==> config.mk <==
export PLATFORM = sky130hd
export DESIGN_NAME = csr_access_unit
export DESIGN_NICKNAME = d
export VERILOG_FILES = /design/src/rtl/csr_pkg.sv /design/src/rtl/csr_alu.sv /design/src/rtl/csr_access_unit.sv
export SDC_FILE = /design/constraint.sdc
export NUM_CORES = 1
export LEC_CHECK = 0
export CAP_MARGIN = 10
export CORE_MARGIN = 5
export CORE_UTILIZATION = 25
export CTS_BUF_LIST = sky130_fd_sc_hd__clkbuf_16
export DETAILED_ROUTE_END_ITERATION = 10
export GPL_TIMING_DRIVEN = 0
export PLACE_DENSITY = 0.49
export SLEW_MARGIN = 10
export SYNTH_ARGS = -nofsm -noshare
export SYNTH_HDL_FRONTEND = slang
export SYNTH_SLANG_ARGS = --single-unit
==> constraint.sdc <==
create_clock -name clk -period 7.6 [get_ports clk]
set_clock_uncertainty 0.1 [all_clocks]
set_input_delay 1.52 -clock clk [delete_from_list [all_inputs] [get_ports clk]]
set_output_delay 1.52 -clock clk [all_outputs]
set_load 0.02 [all_outputs]
==> src/rtl/csr_pkg.sv <==
// rtl/csr_pkg.sv - shared Zicsr codes, CSR addresses, FSM states and decode helpers
package csr_pkg;

    localparam logic [2:0] CSRRW  = 3'b001;
    localparam logic [2:0] CSRRS  = 3'b010;
    localparam logic [2:0] CSRRC  = 3'b011;
    localparam logic [2:0] CSRRWI = 3'b101;
    localparam logic [2:0] CSRRSI = 3'b110;
    localparam logic [2:0] CSRRCI = 3'b111;

    localparam logic [11:0] CSR_MSTATUS = 12'h300;
    localparam logic [11:0] CSR_MTVEC   = 12'h305;
    localparam logic [11:0] CSR_MEPC    = 12'h341;
    localparam logic [11:0] CSR_MCAUSE  = 12'h342;

    typedef enum logic [1:0] {
        ST_IDLE  = 2'd0,
        ST_READ  = 2'd1,
        ST_WRITE = 2'd2,
        ST_RESP  = 2'd3
    } csr_state_t;

    typedef struct packed {
        logic illegal;
        logic read_needed;
        logic rd_we;
    } csr_flags_t;

    // Set/clear with x0 (or zimm 0) must not write, so read-only CSRs stay readable that way
    function automatic logic csr_write_needed(input logic [2:0] funct3, input logic [4:0] rs1_idx);
        case (funct3)
            CSRRW, CSRRWI:                 return 1'b1;
            CSRRS, CSRRC, CSRRSI, CSRRCI:  return rs1_idx != 5'd0;
            default:                       return 1'b0;
        endcase
    endfunction

    function automatic csr_flags_t csr_decode(input logic [2:0] funct3, input logic [4:0] rs1_idx,
                                              input logic [4:0] rd_idx, input logic [1:0] addr_top);
        csr_flags_t f;
        logic       wn;
        wn            = csr_write_needed(funct3, rs1_idx);
        f.illegal     = (funct3[1:0] == 2'b00) || (wn && addr_top == 2'b11);
        f.read_needed = !f.illegal && !(funct3[1:0] == 2'b01 && rd_idx == 5'd0);
        f.rd_we       = !f.illegal && (rd_idx != 5'd0);
        return f;
    endfunction

endpackage

==> src/rtl/csr_alu.sv <==
// rtl/csr_alu.sv - read-modify-write value computation for one CSR instruction
module csr_alu
    import csr_pkg::*;
#(
    parameter int XLEN = 32
) (
    input  logic [2:0]      funct3,
    input  logic [4:0]      rs1_idx,
    input  logic [XLEN-1:0] old_value,
    input  logic [XLEN-1:0] operand,
    output logic [XLEN-1:0] new_value,
    output logic            write_needed
);

    always_comb begin
        new_value = old_value;
        case (funct3)
            CSRRW, CSRRWI:   new_value = operand;
            CSRRS, CSRRSI:   new_value = old_value | operand;
            CSRRC, CSRRCI:   new_value = old_value & ~operand;
            default:         new_value = old_value;
        endcase
    end

    assign write_needed = csr_write_needed(funct3, rs1_idx);

endmodule

==> src/rtl/csr_access_unit.sv <==
// rtl/csr_access_unit.sv - sequences one Zicsr read-modify-write against the CSR file
module csr_access_unit
    import csr_pkg::*;
#(
    parameter int XLEN   = 32,
    parameter int ADDR_W = 12
) (
    input  logic              clk,
    input  logic              rst,
    input  logic              req_valid,
    output logic              req_ready,
    input  logic [2:0]        req_funct3,
    input  logic [ADDR_W-1:0] req_addr,
    input  logic [4:0]        req_rs1_idx,
    input  logic [XLEN-1:0]   req_rs1_data,
    input  logic [4:0]        req_rd_idx,
    output logic              resp_valid,
    input  logic              resp_ready,
    output logic [XLEN-1:0]   resp_rd_data,
    output logic [4:0]        resp_rd_idx,
    output logic              resp_rd_we,
    output logic              resp_illegal,
    output logic              csr_read,
    output logic              csr_write,
    output logic [ADDR_W-1:0] csr_addr,
    output logic [XLEN-1:0]   csr_write_data,
    input  logic [XLEN-1:0]   csr_read_data
);

    csr_state_t        state_q, state_d;
    logic [2:0]        funct3_q, funct3_d;
    logic [4:0]        rs1_idx_q, rs1_idx_d, rd_idx_q, rd_idx_d;
    logic [XLEN-1:0]   rs1_data_q, rs1_data_d, old_q, old_d;
    csr_flags_t        flags_q, flags_d;

    logic              req_ready_d, resp_valid_d, resp_rd_we_d, resp_illegal_d;
    logic              csr_read_d, csr_write_d;
    logic [XLEN-1:0]   resp_rd_data_d, csr_write_data_d;
    logic [4:0]        resp_rd_idx_d;
    logic [ADDR_W-1:0] csr_addr_d;

    logic [XLEN-1:0]   operand, alu_old, alu_new;
    logic              alu_write_needed;

    assign operand = funct3_q[2] ? {{(XLEN-5){1'b0}}, rs1_idx_q} : rs1_data_q;
    assign alu_old = flags_q.read_needed ? csr_read_data : '0;

    csr_alu #(.XLEN(XLEN)) u_alu (
        .funct3       (funct3_q),
        .rs1_idx      (rs1_idx_q),
        .old_value    (alu_old),
        .operand      (operand),
        .new_value    (alu_new),
        .write_needed (alu_write_needed)
    );

    always_comb begin
        state_d          = state_q;
        funct3_d         = funct3_q;
        rs1_idx_d        = rs1_idx_q;
        rs1_data_d       = rs1_data_q;
        rd_idx_d         = rd_idx_q;
        old_d            = old_q;
        flags_d          = flags_q;
        req_ready_d      = req_ready;
        resp_valid_d     = resp_valid;
        resp_rd_data_d   = resp_rd_data;
        resp_rd_idx_d    = resp_rd_idx;
        resp_rd_we_d     = resp_rd_we;
        resp_illegal_d   = resp_illegal;
        csr_read_d       = 1'b0;
        csr_write_d      = 1'b0;
        csr_addr_d       = csr_addr;
        csr_write_data_d = csr_write_data;
        case (state_q)
            ST_IDLE: begin
                if (req_valid && req_ready) begin
                    funct3_d    = req_funct3;
                    rs1_idx_d   = req_rs1_idx;
                    rs1_data_d  = req_rs1_data;
                    rd_idx_d    = req_rd_idx;
                    flags_d     = csr_decode(req_funct3, req_rs1_idx, req_rd_idx,
                                             req_addr[ADDR_W-1 -: 2]);
                    csr_addr_d  = req_addr;
                    csr_read_d  = flags_d.read_needed;
                    req_ready_d = 1'b0;
                    state_d     = ST_READ;
                end
            end
            ST_READ: begin
                old_d            = alu_old;
                csr_write_d      = alu_write_needed && !flags_q.illegal;
                csr_write_data_d = alu_new;
                state_d          = ST_WRITE;
            end
            ST_WRITE: begin
                resp_valid_d   = 1'b1;
                resp_rd_data_d = old_q;
                resp_rd_idx_d  = rd_idx_q;
                resp_rd_we_d   = flags_q.rd_we;
                resp_illegal_d = flags_q.illegal;
                state_d        = ST_RESP;
            end
            ST_RESP: begin
                if (resp_ready) begin
                    resp_valid_d = 1'b0;
                    req_ready_d  = 1'b1;
                    state_d      = ST_IDLE;
                end
            end
            default: state_d = ST_IDLE;
        endcase
    end

    always_ff @(posedge clk or posedge rst) begin
        if (rst) begin
            state_q        <= ST_IDLE;
            funct3_q       <= '0;
            rs1_idx_q      <= '0;
            rs1_data_q     <= '0;
            rd_idx_q       <= '0;
            old_q          <= '0;
            flags_q        <= '0;
            req_ready      <= 1'b1;
            resp_valid     <= 1'b0;
            resp_rd_data   <= '0;
            resp_rd_idx    <= '0;
            resp_rd_we     <= 1'b0;
            resp_illegal   <= 1'b0;
            csr_read       <= 1'b0;
            csr_write      <= 1'b0;
            csr_addr       <= '0;
            csr_write_data <= '0;
        end else begin
            state_q        <= state_d;
            funct3_q       <= funct3_d;
            rs1_idx_q      <= rs1_idx_d;
            rs1_data_q     <= rs1_data_d;
            rd_idx_q       <= rd_idx_d;
            old_q          <= old_d;
            flags_q        <= flags_d;
            req_ready      <= req_ready_d;
            resp_valid     <= resp_valid_d;
            resp_rd_data   <= resp_rd_data_d;
            resp_rd_idx    <= resp_rd_idx_d;
            resp_rd_we     <= resp_rd_we_d;
            resp_illegal   <= resp_illegal_d;
            csr_read       <= csr_read_d;
            csr_write      <= csr_write_d;
            csr_addr       <= csr_addr_d;
            csr_write_data <= csr_write_data_d;
        end
    end

endmodule

==> impl_metrics.py <==
metrics = {
    "run_status": {
        "status": "finished, final reports clean",
    },
    "global_routing": {
        "grtUsageTotal_pct": 13.7,
        "grt_pass1_wl_mm": 35.1,
        "gr-total-overflow": 0,
        "grt_max_degree": 95,
        "grt_pass1_vias": 5788,
        "antenna_found_initial": 1,
    },
    "routing": {
        "post_drt_wl_per_cell_um": 18.6,
        "vias": 5398,
        "first_iter_violations": 274,
        "ant_nets": 0,
        "drc_errors": 0,
        "wirelength_mm": 22.5,
        "viasPerCell": 4.46,
        "drtPass1Iterations": 5,
    },
    "setup_path": {
        "cp_slowest_stage_delay_ps": 610,
        "end_kind": "output port",
        "slowest_stage": "clkdlybuf4s50_1",
        "worst-endpoint-required_ps": 5980,
        "arrival_ps": 1620,
        "cp_max_fo": 5,
        "startpoint_type": "register",
        "worstSetupPathType": "reg -> out",
        "cp_top_family": "buffers and inverters",
        "path_cells": "clkdlybuf4s50_1",
        "crit_buf_inv": 1,
        "r2r_slack_ps": 5370,
    },
    "floorplanning": {
        "dieArea_um2": 33400,
        "core_area_um2": 29600,
        "initial_core_util_pct": 25.2,
        "rows": 63,
        "die_h_um": 183,
        "die_x_um": 183,
        "io_pins": 180,
    },
    "synthesis": {
        "yosys_warnings": 0,
        "ys_ff_latch": 169,
        "synth_top_cell_by_area": "dfrtp_1",
        "synthTopCellsByArea": "dfrtp_1 (56%), mux2_2 (13%), nand2_1 (3.6%), a22oi_2 (3.4%), a31o_1 (2.7%)",
        "synthCells": 607,
        "yosys-top-cells-count": "dfrtp_1 (168), mux2_2 (87), nand2_1 (71)",
        "yosysSeqAreaShare_pct": 56.8,
        "yosys.area.top_type_share_pct": 56.4,
        "synth_edf_count": 0,
        "async_reset_ff_share_pct": 100,
        "synth-main-ff-cell": "dfrtp_1",
        "synthesis.area_um2": 7450,
        "syn_nets": 704,
        "ys_types": 40,
        "syn_avg_cell_area_um2": 12.3,
        "synth.most_common_cell": "dfrtp_1",
    },
    "finish": {
        "nFillCells": 2964,
        "fin_area_um2": 10300,
        "drive_above_1_share_pct": 22.2,
        "layout.cells.non_filler": 1210,
        "nNetsFinal": 903,
        "area_delta_synth_final_pct": 38.7,
        "fin_util_pct": 35.0,
    },
    "worst_hold_path": {
        "hold_path_class": "reg -> reg",
    },
    "placement": {
        "dp_slack_ps": 4280,
        "placed_cell_area_um2": 9760,
        "dp_hpwl_mm": 16.3,
        "io_buffers": 179,
        "gp_congestion": 0.747,
        "placed_cells": 1177,
    },
    "timing": {
        "period_minus_slack_ps": 3240,
        "setup_viol": 0,
        "fmax_mhz": 309,
        "final_max_slew_viol_count": 0,
        "rsz0062_at_grt": "no",
        "fin_crit_sh_pct": 42.6,
        "tightest_slew_ps": 681,
        "holdWs_ps": 376,
        "slew_headroom_pct": 54.6,
        "tns_ps": 0,
        "finalHoldViolations": 0,
        "layout_setup_ws_ps": 4360,
    },
    "clocking": {
        "cts_max_path_buffers": 2,
        "cts_hold_buf": 0,
        "clk_pin_slew_ps": 70,
        "cts_max_level": 4,
        "tritoncts": "built",
        "worstSkewPairLatency_ps": 430,
        "clock-sinks": 169,
        "cts-root-buf": "clkbuf_16",
        "cts_setup_buffers": 0,
        "cts_buffers": 17,
        "ctsResizeCount": 0,
    },
    "pwr": {
        "vdd_drop_max_uv": 157,
        "p_per_area_nw_per_um2": 421,
        "leakage_nw": 4.46,
        "totalPowerFinal_mw": 4.35,
    },
    "job": {
        "drv_cap": 0,
    },
}
## path summary, 6_finish.rpt
check | from | end | depth (start not counted)
max in group asynchronous | rst | req_ready | 3
min | old_q[6] | old_q[6] | 2
max reg2reg | state_q[1] | old_q[17] | 7
min in group asynchronous | rst | csr_addr[6] | 2
min reg2reg | old_q[6] | old_q[6] | 2
max | req_ready | req_ready | 1
## worst min-delay path, delay by kind of cell, from the launching register on
family	cells	cell delay [ps]
flip-flops	1	340
AND/OR/NAND/NOR	1	40
AO/OA/AOI/OAI	1	60
## layer usage
metal / part of all wire, % / vias to the layer above / global-route usage [%]
li1: - / 2551 / -
met1: 46 / 2683 / 18.1
met2: 46 / 146 / 21.5
met3: 7.2 / 16 / 4.96
met4: 0.75 / 2 / 2.94
met5: 0.049 / - / 0
## cell type report
| cell class | instances | area (µm²) | area share (%) |
|---|---|---|---|
| Multi-Input combinational cell | 361 | 2830 | 27.4 |
| Sequential cell | 169 | 4230 | 40.9 |
| Tap cell | 390 | 488 | 4.72 |
| Clock inverter | 15 | 140 | 1.36 |
| Inverter | 34 | 135 | 1.31 |
| Antenna cell | 1 | 2.50 | 0.0242 |
| Timing Repair Buffer | 180 | 1820 | 17.6 |
| Buffer | 43 | 265 | 2.57 |
| Clock buffer | 17 | 425 | 4.12 |
## power breakdown
part / leakage, nW / internal, mW / switching, mW
sequential: 2.14 / 1.25 / 0.213
clock: 0.280 / 0.459 / 0.398
combinational: 2.04 / 0.976 / 1.05
total: 4.46 / 2.69 / 1.66
## kinds of logic after synthesis
group                    after synthesis  synth area share, %
flip-flops                           169                 56.8
AO/OA/AOI/OAI                        135                 13.9
AND/OR/NAND/NOR                      116                 7.57
multiplexers                         103                 15.5
buffers and inverters                 77                 5.27
adder cells (fa/ha/maj)                4                0.672
XOR/XNOR                               3                0.353
## sequential cells by signal, summed over array words and instances (netlist names), 3 cells and up
name            count
csr_addr           12
csr_write_data     32
flags_q             3
funct3_q            3
old_q              32
rd_idx_q            5
resp_rd_data       32
resp_rd_idx         5
rs1_data_q         32
rs1_idx_q           5
## placed cells by master (no fill, tap or decap), types with 4 or more instances in the layout
cell             instances
nand2_1                 71
mux2_1                  10
a31o_2                   5
mux2_2                  87
a22oi_1                  6
buf_6                    4
buf_2                   21
clkdlybuf4s50_1        179
inv_6                    6
clkbuf_1                12
dfrtp_1                168
inv_1                   34
a31o_1                  23
o22ai_1                 28
mux2i_1                  6
a22oi_2                 20
clkbuf_16               17
o21ai_0                 37
ha_1                     4
nor2b_1                 26
buf_4                    4
and2b_1                  4
Power figures use the tool's default switching activity.
